<file path="config.mk">
export PLATFORM = sky130hd
export DESIGN_NAME = fifo_wr_arb
export DESIGN_NICKNAME = d
export VERILOG_FILES = /design/src/rtl/fifo_arb_pkg.sv /design/src/rtl/fifo_wr_arb_rr_pick.sv /design/src/rtl/fifo_wr_arb.sv
export SDC_FILE = /design/constraint.sdc
export NUM_CORES = 1
export LEC_CHECK = 0
export ABC_AREA = 1
export CELL_PAD_IN_SITES_DETAIL_PLACEMENT = 1
export CELL_PAD_IN_SITES_GLOBAL_PLACEMENT = 2
export CORE_ASPECT_RATIO = 0.6
export CORE_MARGIN = 4
export CORE_UTILIZATION = 10
export DETAILED_ROUTE_END_ITERATION = 7
export MAX_ROUTING_LAYER = met4
export PLACE_DENSITY = 0.95
export SLEW_MARGIN = 20
export SYNTH_ARGS = -nofsm -noshare
export SYNTH_HDL_FRONTEND = slang
export SYNTH_SLANG_ARGS = --single-unit
</file>
<file path="constraint.sdc">
create_clock -name clk -period 1.8 [get_ports clk]
set_input_delay 0.18 -clock clk [delete_from_list [all_inputs] [get_ports clk]]
set_output_delay 0.18 -clock clk [all_outputs]
set_load 0.03 [all_outputs]
</file>
<file path="src/rtl/fifo_arb_pkg.sv">
// Shared types and helpers for the round-robin sfifo write arbiter.
// FSM state encoding plus a clog2 width helper that never returns zero.
package fifo_arb_pkg;

  typedef enum logic {
    IDLE  = 1'b0,
    BURST = 1'b1
  } state_t;

  function automatic int clog2w(input int n);
    return (n < 2) ? 1 : $clog2(n);
  endfunction

endpackage

</file>
<file path="src/rtl/fifo_wr_arb_rr_pick.sv">
// Combinational round-robin search starting one past last_owner.
// Rotates the request vector so the first set bit is the winner.
module rr_pick
  import fifo_arb_pkg::*;
#(
  parameter int C_NUM_REQ = 4,
  parameter int C_ID_W    = clog2w(C_NUM_REQ)
) (
  input  logic [C_NUM_REQ-1:0] req,
  input  logic [C_ID_W-1:0]    last_owner,
  output logic [C_ID_W-1:0]    winner,
  output logic                 any_valid
);

  logic [2*C_NUM_REQ-1:0] rot;
  int                     sum;

  always_comb begin
    rot       = {req, req} >> (int'(last_owner) + 1);
    winner    = '0;
    any_valid = 1'b0;
    sum       = 0;
    for (int i = 0; i < C_NUM_REQ; i++) begin
      if (!any_valid && rot[i]) begin
        sum = int'(last_owner) + 1 + i;
        if (sum >= C_NUM_REQ) sum = sum - C_NUM_REQ;
        winner    = C_ID_W'(sum);
        any_valid = 1'b1;
      end
    end
  end

endmodule

</file>
<file path="src/rtl/fifo_wr_arb.sv">
// Round-robin N:1 burst arbiter feeding an sfifo write port.
// Define FIFO_WR_ARB_WATCHDOG_EN to add the stall watchdog and timeout.
module fifo_wr_arb
  import fifo_arb_pkg::*;
#(
  parameter int C_NUM_REQ    = 4,
  parameter int C_DATA_WIDTH = 64,
  parameter int C_MAX_BURST  = 256,
  parameter int C_TIMEOUT    = 64
) (
  input  logic                              clk,
  input  logic                              rst,
  input  logic [C_NUM_REQ-1:0]              req_valid,
  input  logic [C_NUM_REQ-1:0]              req_last,
  input  logic [C_NUM_REQ*C_DATA_WIDTH-1:0] req_data,
  output logic [C_NUM_REQ-1:0]              req_ready,
  output logic [C_DATA_WIDTH-1:0]           fifo_wdata,
  output logic                              fifo_wren,
  input  logic                              fifo_wfull,
  output logic [clog2w(C_NUM_REQ)-1:0]      grant_id,
  output logic                              busy
`ifdef FIFO_WR_ARB_WATCHDOG_EN
  ,
  output logic                              timeout
`endif
);

  localparam int ID_W  = clog2w(C_NUM_REQ);
  localparam int CNT_W = clog2w(C_MAX_BURST + 1);

  state_t            state;
  state_t            state_nxt;
  logic [ID_W-1:0]   last_owner;
  logic [ID_W-1:0]   winner;
  logic              any_valid;
  logic [CNT_W-1:0]  cnt;
  logic              sel_valid;
  logic              sel_last;
  logic              accept;
  logic              done;

  rr_pick #(
    .C_NUM_REQ (C_NUM_REQ),
    .C_ID_W    (ID_W)
  ) u_pick (
    .req        (req_valid),
    .last_owner (last_owner),
    .winner     (winner),
    .any_valid  (any_valid)
  );

  always_comb begin
    fifo_wdata = '0;
    sel_valid  = 1'b0;
    sel_last   = 1'b0;
    for (int i = 0; i < C_NUM_REQ; i++) begin
      if (grant_id == ID_W'(i)) begin
        fifo_wdata = req_data[i*C_DATA_WIDTH +: C_DATA_WIDTH];
        sel_valid  = req_valid[i];
        sel_last   = req_last[i];
      end
    end
  end

`ifdef FIFO_WR_ARB_WATCHDOG_EN
  localparam int TO_W = clog2w(C_TIMEOUT + 1);

  logic [TO_W-1:0] stall;
  logic            stall_hit;

  assign stall_hit = (state == BURST) && (stall == TO_W'(C_TIMEOUT));
  assign timeout   = stall_hit;

  always_ff @(posedge clk) begin
    if (rst) begin
      stall <= '0;
    end else if (state != BURST || accept || done) begin
      stall <= '0;
    end else if (!sel_valid) begin
      stall <= stall + 1'b1;
    end
  end
`endif

  always_comb begin
    state_nxt = state;
    req_ready = '0;
    fifo_wren = 1'b0;
    accept    = 1'b0;
    done      = 1'b0;
    unique case (state)
      IDLE: begin
        if (any_valid) state_nxt = BURST;
      end
      BURST: begin
        if (!fifo_wfull) req_ready = C_NUM_REQ'(1) << grant_id;
        fifo_wren = sel_valid & ~fifo_wfull;
        accept    = fifo_wren;
        // the beat that fills the burst to C_MAX_BURST also ends it
        done = accept &
               (sel_last | (cnt == CNT_W'(C_MAX_BURST - 1)));
`ifdef FIFO_WR_ARB_WATCHDOG_EN
        if (stall_hit) done = 1'b1;
`endif
        if (done) state_nxt = IDLE;
      end
    endcase
  end

  always_ff @(posedge clk) begin
    if (rst) begin
      state      <= IDLE;
      cnt        <= '0;
      last_owner <= ID_W'(C_NUM_REQ - 1);
      grant_id   <= '0;
    end else begin
      state <= state_nxt;
      if (state == IDLE && any_valid) grant_id <= winner;
      if (accept) cnt <= cnt + 1'b1;
      if (done) begin
        last_owner <= grant_id;
        cnt        <= '0;
      end
    end
  end

  assign busy = (state == BURST);

endmodule

</file>
# == Word level (Yosys, flattened, before mapping) ==
# Index checks and enable logic that the tools add are counted.
# op_classes
n_reduce_logical,9
n_eq_ne,4
magnitude_cmp,4
bitwise_logic,5
mul,0
add_sub_neg,9
shifts,2
muxes,31
div,0
# ops
operator,n
$mux W64,4
$ge A32 B4 Y1 const B,3
$mux W1,16
$mux W2,8
$add A9 B1 Y9 const B,1
$eq A9 B8 Y1 const B,1
$add A3 B2 Y4 const B,2
$mux W4,2
$shr A8 B3 Y4,1
$sub A2 B1 Y2 const B,4
$add A3 B1 Y4 const B,1
$eq A2 B2 Y1 const B,2
$logic_and A1 B1 Y1,4
$shl A1 B2 Y4 const A,1
$add A2 B1 Y3 const B,1
$ge A3 B3 Y1 const B,1
$logic_not A1 Y1,3
$and A1 B1 Y1,2
$eq A2 B1 Y1 const B,1
$logic_not A2 Y1,1
$not A1 Y1,2
$pmux W1 S2,1
$reduce_or A2 Y1,1
$or A1 B1 Y1,1
# totals
n_memories,0
latch_bits,0
regBits,14
word_cells,68
ramBits,0
rom_bits,0

# == Depth between registers and ports, before layout ==
# logic_depth
ltp_word,14
depth_mapped,11
depth_no_buf,10

# == Cells and area by module ==
# From an unflattened synthesis, not the netlist that was laid out.
# unflattened
hier_cells,546
area_unflattened_um2,2889.0
# by_module_without_submodules
mod,seq_area_each_um2,area_each_um2,cells_per_inst,n_inst
fifo_wr_arb,280.3,2580.0,496,1
rr_pick,0.0,309.0,50,1

# == Least setup slack after synthesis ==
# OpenSTA, ideal clock, no wires.
# synth_timing
path_kind,register -> register
start,reg grant_id[1]
end,reg cnt[2]
n_path_buf,1
path_stages_with_launch,10
setup_slack_ns,-0.064
arrival_ns,1.800
setup_ns,0.064
required_ns,1.736
cell_sequence,dfxtp_1 > nand2_1 > nor2_2 > nand2_4 > nand2_2 > buf_6 > nand2_1 > nand2_1 > inv_1 > nor2_1
# synth_via
elab_cells_between_ends,18
classes_between,3 x eq/ne; 10 x mux; 3 x bitwise; 2 x reduce/logical
# synth_lines
item,line,rtl
"start, declared",fifo_wr_arb.sv:20,"output logic [clog2w(C_NUM_REQ)-1:0] grant_id,"
"start signal, assigned",fifo_wr_arb.sv:118,if (state == IDLE && any_valid) grant_id <= winner;
$logic_not A2 Y1,fifo_wr_arb.sv:57,if (grant_id == ID_W'(i)) begin
$mux W1 (3 in series),fifo_wr_arb.sv:57,
$mux W1 (*),fifo_wr_arb.sv:57,
$and A1 B1 Y1 (*),fifo_wr_arb.sv:97,fifo_wren = sel_valid & ~fifo_wfull;
$mux W1 (*),-,
net fifo_wren,fifo_wr_arb.sv:18,"output logic fifo_wren,"
"end signal, assigned",fifo_wr_arb.sv:119,if (accept) cnt <= cnt + 1'b1;
"end, declared",fifo_wr_arb.sv:36,logic [CNT_W-1:0] cnt;
# Mark *: on every way through the listed nets, which the timed path passes. The rest lies on a longest branch.
# A chain may end at the register's enable or synchronous reset.

# == Worst setup path after layout ==
# layout_timing
start,reg grant_id[0]
end,out fifo_wdata[36]
# layout_via
elab_chain_len,5
elab_cells_between_ends,8
classes_between,3 x eq/ne; 4 x mux; 1 x reduce/logical
# layout_rtl
item,line,rtl
$logic_not A2 Y1,fifo_wr_arb.sv:57,
$mux W64 (3 in series),fifo_wr_arb.sv:57,
$mux W64 (*),fifo_wr_arb.sv:57,
"end, declared",fifo_wr_arb.sv:17,"output logic [C_DATA_WIDTH-1:0] fifo_wdata,"
# Every way passes the cells marked *; elsewhere a longest branch is shown, timed or not.

==> summary.md <==
| Metric | Value |
|---|---|
| Synth area leader | nand2_1 |
| Hold_ws | slightly above 0.5 ns |
| Crit end category | output port |
| Clock skew | 0.00344 ns |
| Clk root buf | clkbuf_16 |
| Hold Buf Count CTS | 0 |
| Antenna Nets Post-Route | 0 |
| Pwr Density | ~600 nW/um^2 |
| Hold Fails Final Rpt | 0 |
| Sw Share | a little under half |
| Slew headroom | between 70% and 80% |
| Via density | roughly 4 |
| Yosys top cell area share | a little under half |
| TritonCTS clock tree | built |
| Gate power share | 80.6% |
| Crit-path cells | inv_4, nand2_1, inv_2, buf_12, nand2_1, nand4_1, buf_12 |
| Gpl congestion | 0.809 |
| Area occupied by multi-input gates | 2090 sq um |
| Delay of the slowest cell on the worst path | 0.37 ns |
| Antenna diodes | 0 |
| Register area share after synthesis | approximately 11% |
| Final Util | between 20 and 30% |
| Layout cells sized above 1 | roughly 18% |
| Pwr Total | between 0.004 and 0.005 W |
| Clock power share | a little over a tenth |
| Seq pwr share | under 10% |
| Period minus WS final | between 1.5 and 2 ns |
| Flops & latches, synth | 14 |
| DR vias | about 4800 |
| RSZ-0062 raised after global routing | true |
| Setup WS post-layout | -0.00192 ns |
| Reg area | 293 sq um |
| Total number of H-tree levels | 1 |
| Slowest CP cell | dfxtp_4 |
| Final nets | between 1000 and 1500 |
| Fmax | approximately 550 MHz |
| Largest net degree at the start of global routing | 32 |
| Worst Path Max Fanout | 31 |
| Status | complete, but fails checks |
| Measured slew at the worst slew-check pin | 0.330 ns |
| Initial DRC Count | approximately 170 |
| Top_reg_cell synth | dfxtp_1 |
| Fillers | between 3000 and 4000 |
| Core Rows | between 40 and 50 |
| Cell-internal power | 0.00227 W |
| GRT Util Overall | 13.1% |
| Clock slew at reported path FFs | 0.05 ns |
| Max Root-Sink Buffers | 2 |
| EDFF count, synth | 0 |
| Post-Synthesis Cell Area | between 2000 and 3000 sq um |
| CTS sink count | 14 |
| Period utilisation layout | 100% |
| Number of global-route vias before repair | about 4900 |
| First-pass GRT wire length | between 20000 and 30000 um |
| Mapped Cells | ~520 |
| Core ar. | 24400 sq um |
| FFs w/ async S/R, synth | 0% |
| Die area | roughly 28000 sq um |
| Chip width | about 210 um |
| Ports | roughly 340 |
| Arrival time worst endpoint | around 1.6 ns |
| Top cells by area, synth | nand2_1 46%, nand4_1 17%, dfxtp_1 11%, nand3_1 5.6%, inv_1 3.3% |
| Worst setup path category | reg -> out |
| MaxCap Viol Count | 0 |
| Syn nets | ~790 |
| Setup-failing EPs final | 1 |
| Initial Utilization | between 10% and 20% |
| Leakage power | a little under 3 nW |
| Startpoint Class | flop |
| Drt total wl | about 20000 um |
| Initial antenna violation count | 0 |
| Gr ovfl total | 0 |
| Syn Area/Cell | a little under 5 sq um |
| Area grow syn2layout | 175% |
| Failing checks | negative setup slack |
| Most frequent cell after synthesis | nand2_1 |
| Skew-Pair Late Insertion Delay | 0.24 ns |
| Chip height | between 100 and 150 um |
| Pins over their slew limit | 0 |
| Net Sw Power | between 0.0015 and 0.002 W |
| Worst EP required | about 1.6 ns |
| Post-synth top cells | 305 x nand2_1, 70 x nand4_1, 28 x nand3_1 |
| Hpwl dp | around 16000 um |
| Setup_tns | -0.00192 ns |
| I/O Buffers | 338 |
| DRC | 0 |
| Drt first pass iters | 4 |
| YS warnings | 0 |
| Min-Delay Path Class | in -> reg |
| Distinct cells, synth | 24 |
| DR WL/cell | roughly 17 um |
| Worst vdd ir | between 0.0002 and 0.0003 V |
| CTS buffer count | 3 |
[per-stage QoR]
| stage | area [sq um] | cells | setup slack (ns) |
|---|---|---|---|
| finish | 6910 | 1199 | -0.00192 |
| global route | 6910 | 1199 | -0.0600 |
| CTS | 6720 | 1192 | 0.000672 |
| detailed placement | 6380 | 1182 | 0.0107 |
| global placement | 6380 | 1182 | 0.0679 |
| floorplan | 2510 | 518 | 0.00567 |
[repair_timing]
action                     in CTS  in global routing
cloned                          3                  1
resized for setup              34                 44
setup endpoints to repair      54                 62
pin swaps                       7                 28
buffers inserted                3                 11
[worst paths after layout]
kind / start / end / slack, ns / depth (start not counted)
setup reg to reg: grant_id[1] / cnt[8] / 0.13 / 12
hold reg to reg: busy / busy / 0.53 / 2
hold / removal: rst / grant_id[1] / 0.51 / 2
setup / recovery: grant_id[0] / fifo_wdata[36] / -0.002 / 7
[layer usage]
layer | GRT usage [%] | routed length [um]
met5 | - | 0
met4 | 1.70 | 225
met3 | 1.98 | 1360
met1 | 17.4 | 9060
met2 | 21.8 | 9550
[layout by cell type, fill, tap and decap left out, types with 6 or more instances in the layout]
| cell | count |
|---|---|
| nand2_4 | 6 |
| inv_2 | 6 |
| buf_4 | 64 |
| nor2_1 | 17 |
| buf_12 | 11 |
| inv_1 | 18 |
| nand2_2 | 11 |
| buf_6 | 37 |
| clkdlybuf4s50_1 | 269 |
| nand3_1 | 28 |
| nand2_1 | 291 |
| nand4_1 | 70 |
| dfxtp_1 | 8 |
[critical path, delay by kind of cell, from the launching register on]
family | cells | cell delay, ns
and+or+nand+nor | 3 | 0.44
buffers and inverters | 4 | 0.53
DFF | 1 | 0.37
[cell type report]
type | instances | area share [%]
Sequential cell | 14 | 4.24
Timing Repair Buffer | 386 | 56.9
Clock buffer | 4 | 1.29
Multi-Input combinational cell | 447 | 30.3
Tap cell | 322 | 5.83
Inverter | 26 | 1.48
[cell families (layout without fill, tap and decap cells)]
logic type	Yosys count	count (layout)	synth area share, %
AO/OA/AOI/OAI	5	5	1.20
XOR/XNOR	7	7	2.44
adder cells (fa/ha/maj)	2	2	0.997
buffers and inverters	57	416	9.42
flip-flops	14	14	11.2
AND/OR/NAND/NOR	433	433	74.8
[flip-flops by register name (all words and copies together) (netlist names)]
| register | flops |
|---|---|
| grant_id | 2 |
| last_owner | 2 |
| cnt | 9 |
| busy | 1 |
[power groups by stage]
stage	logic [W]	clock network (W)	registers, W
4_1_cts	0.00333	0.000475	0.000350
3_5_place_dp	0.00307	0	0.000354
2_1_floorplan	0.00142	0	0.000361
6_report	0.00341	0.000467	0.000353
3_3_place_gp	0.00304	0	0.000353
5_1_grt	0.00362	0.000495	0.000356
Power figures use the tool's default switching activity.
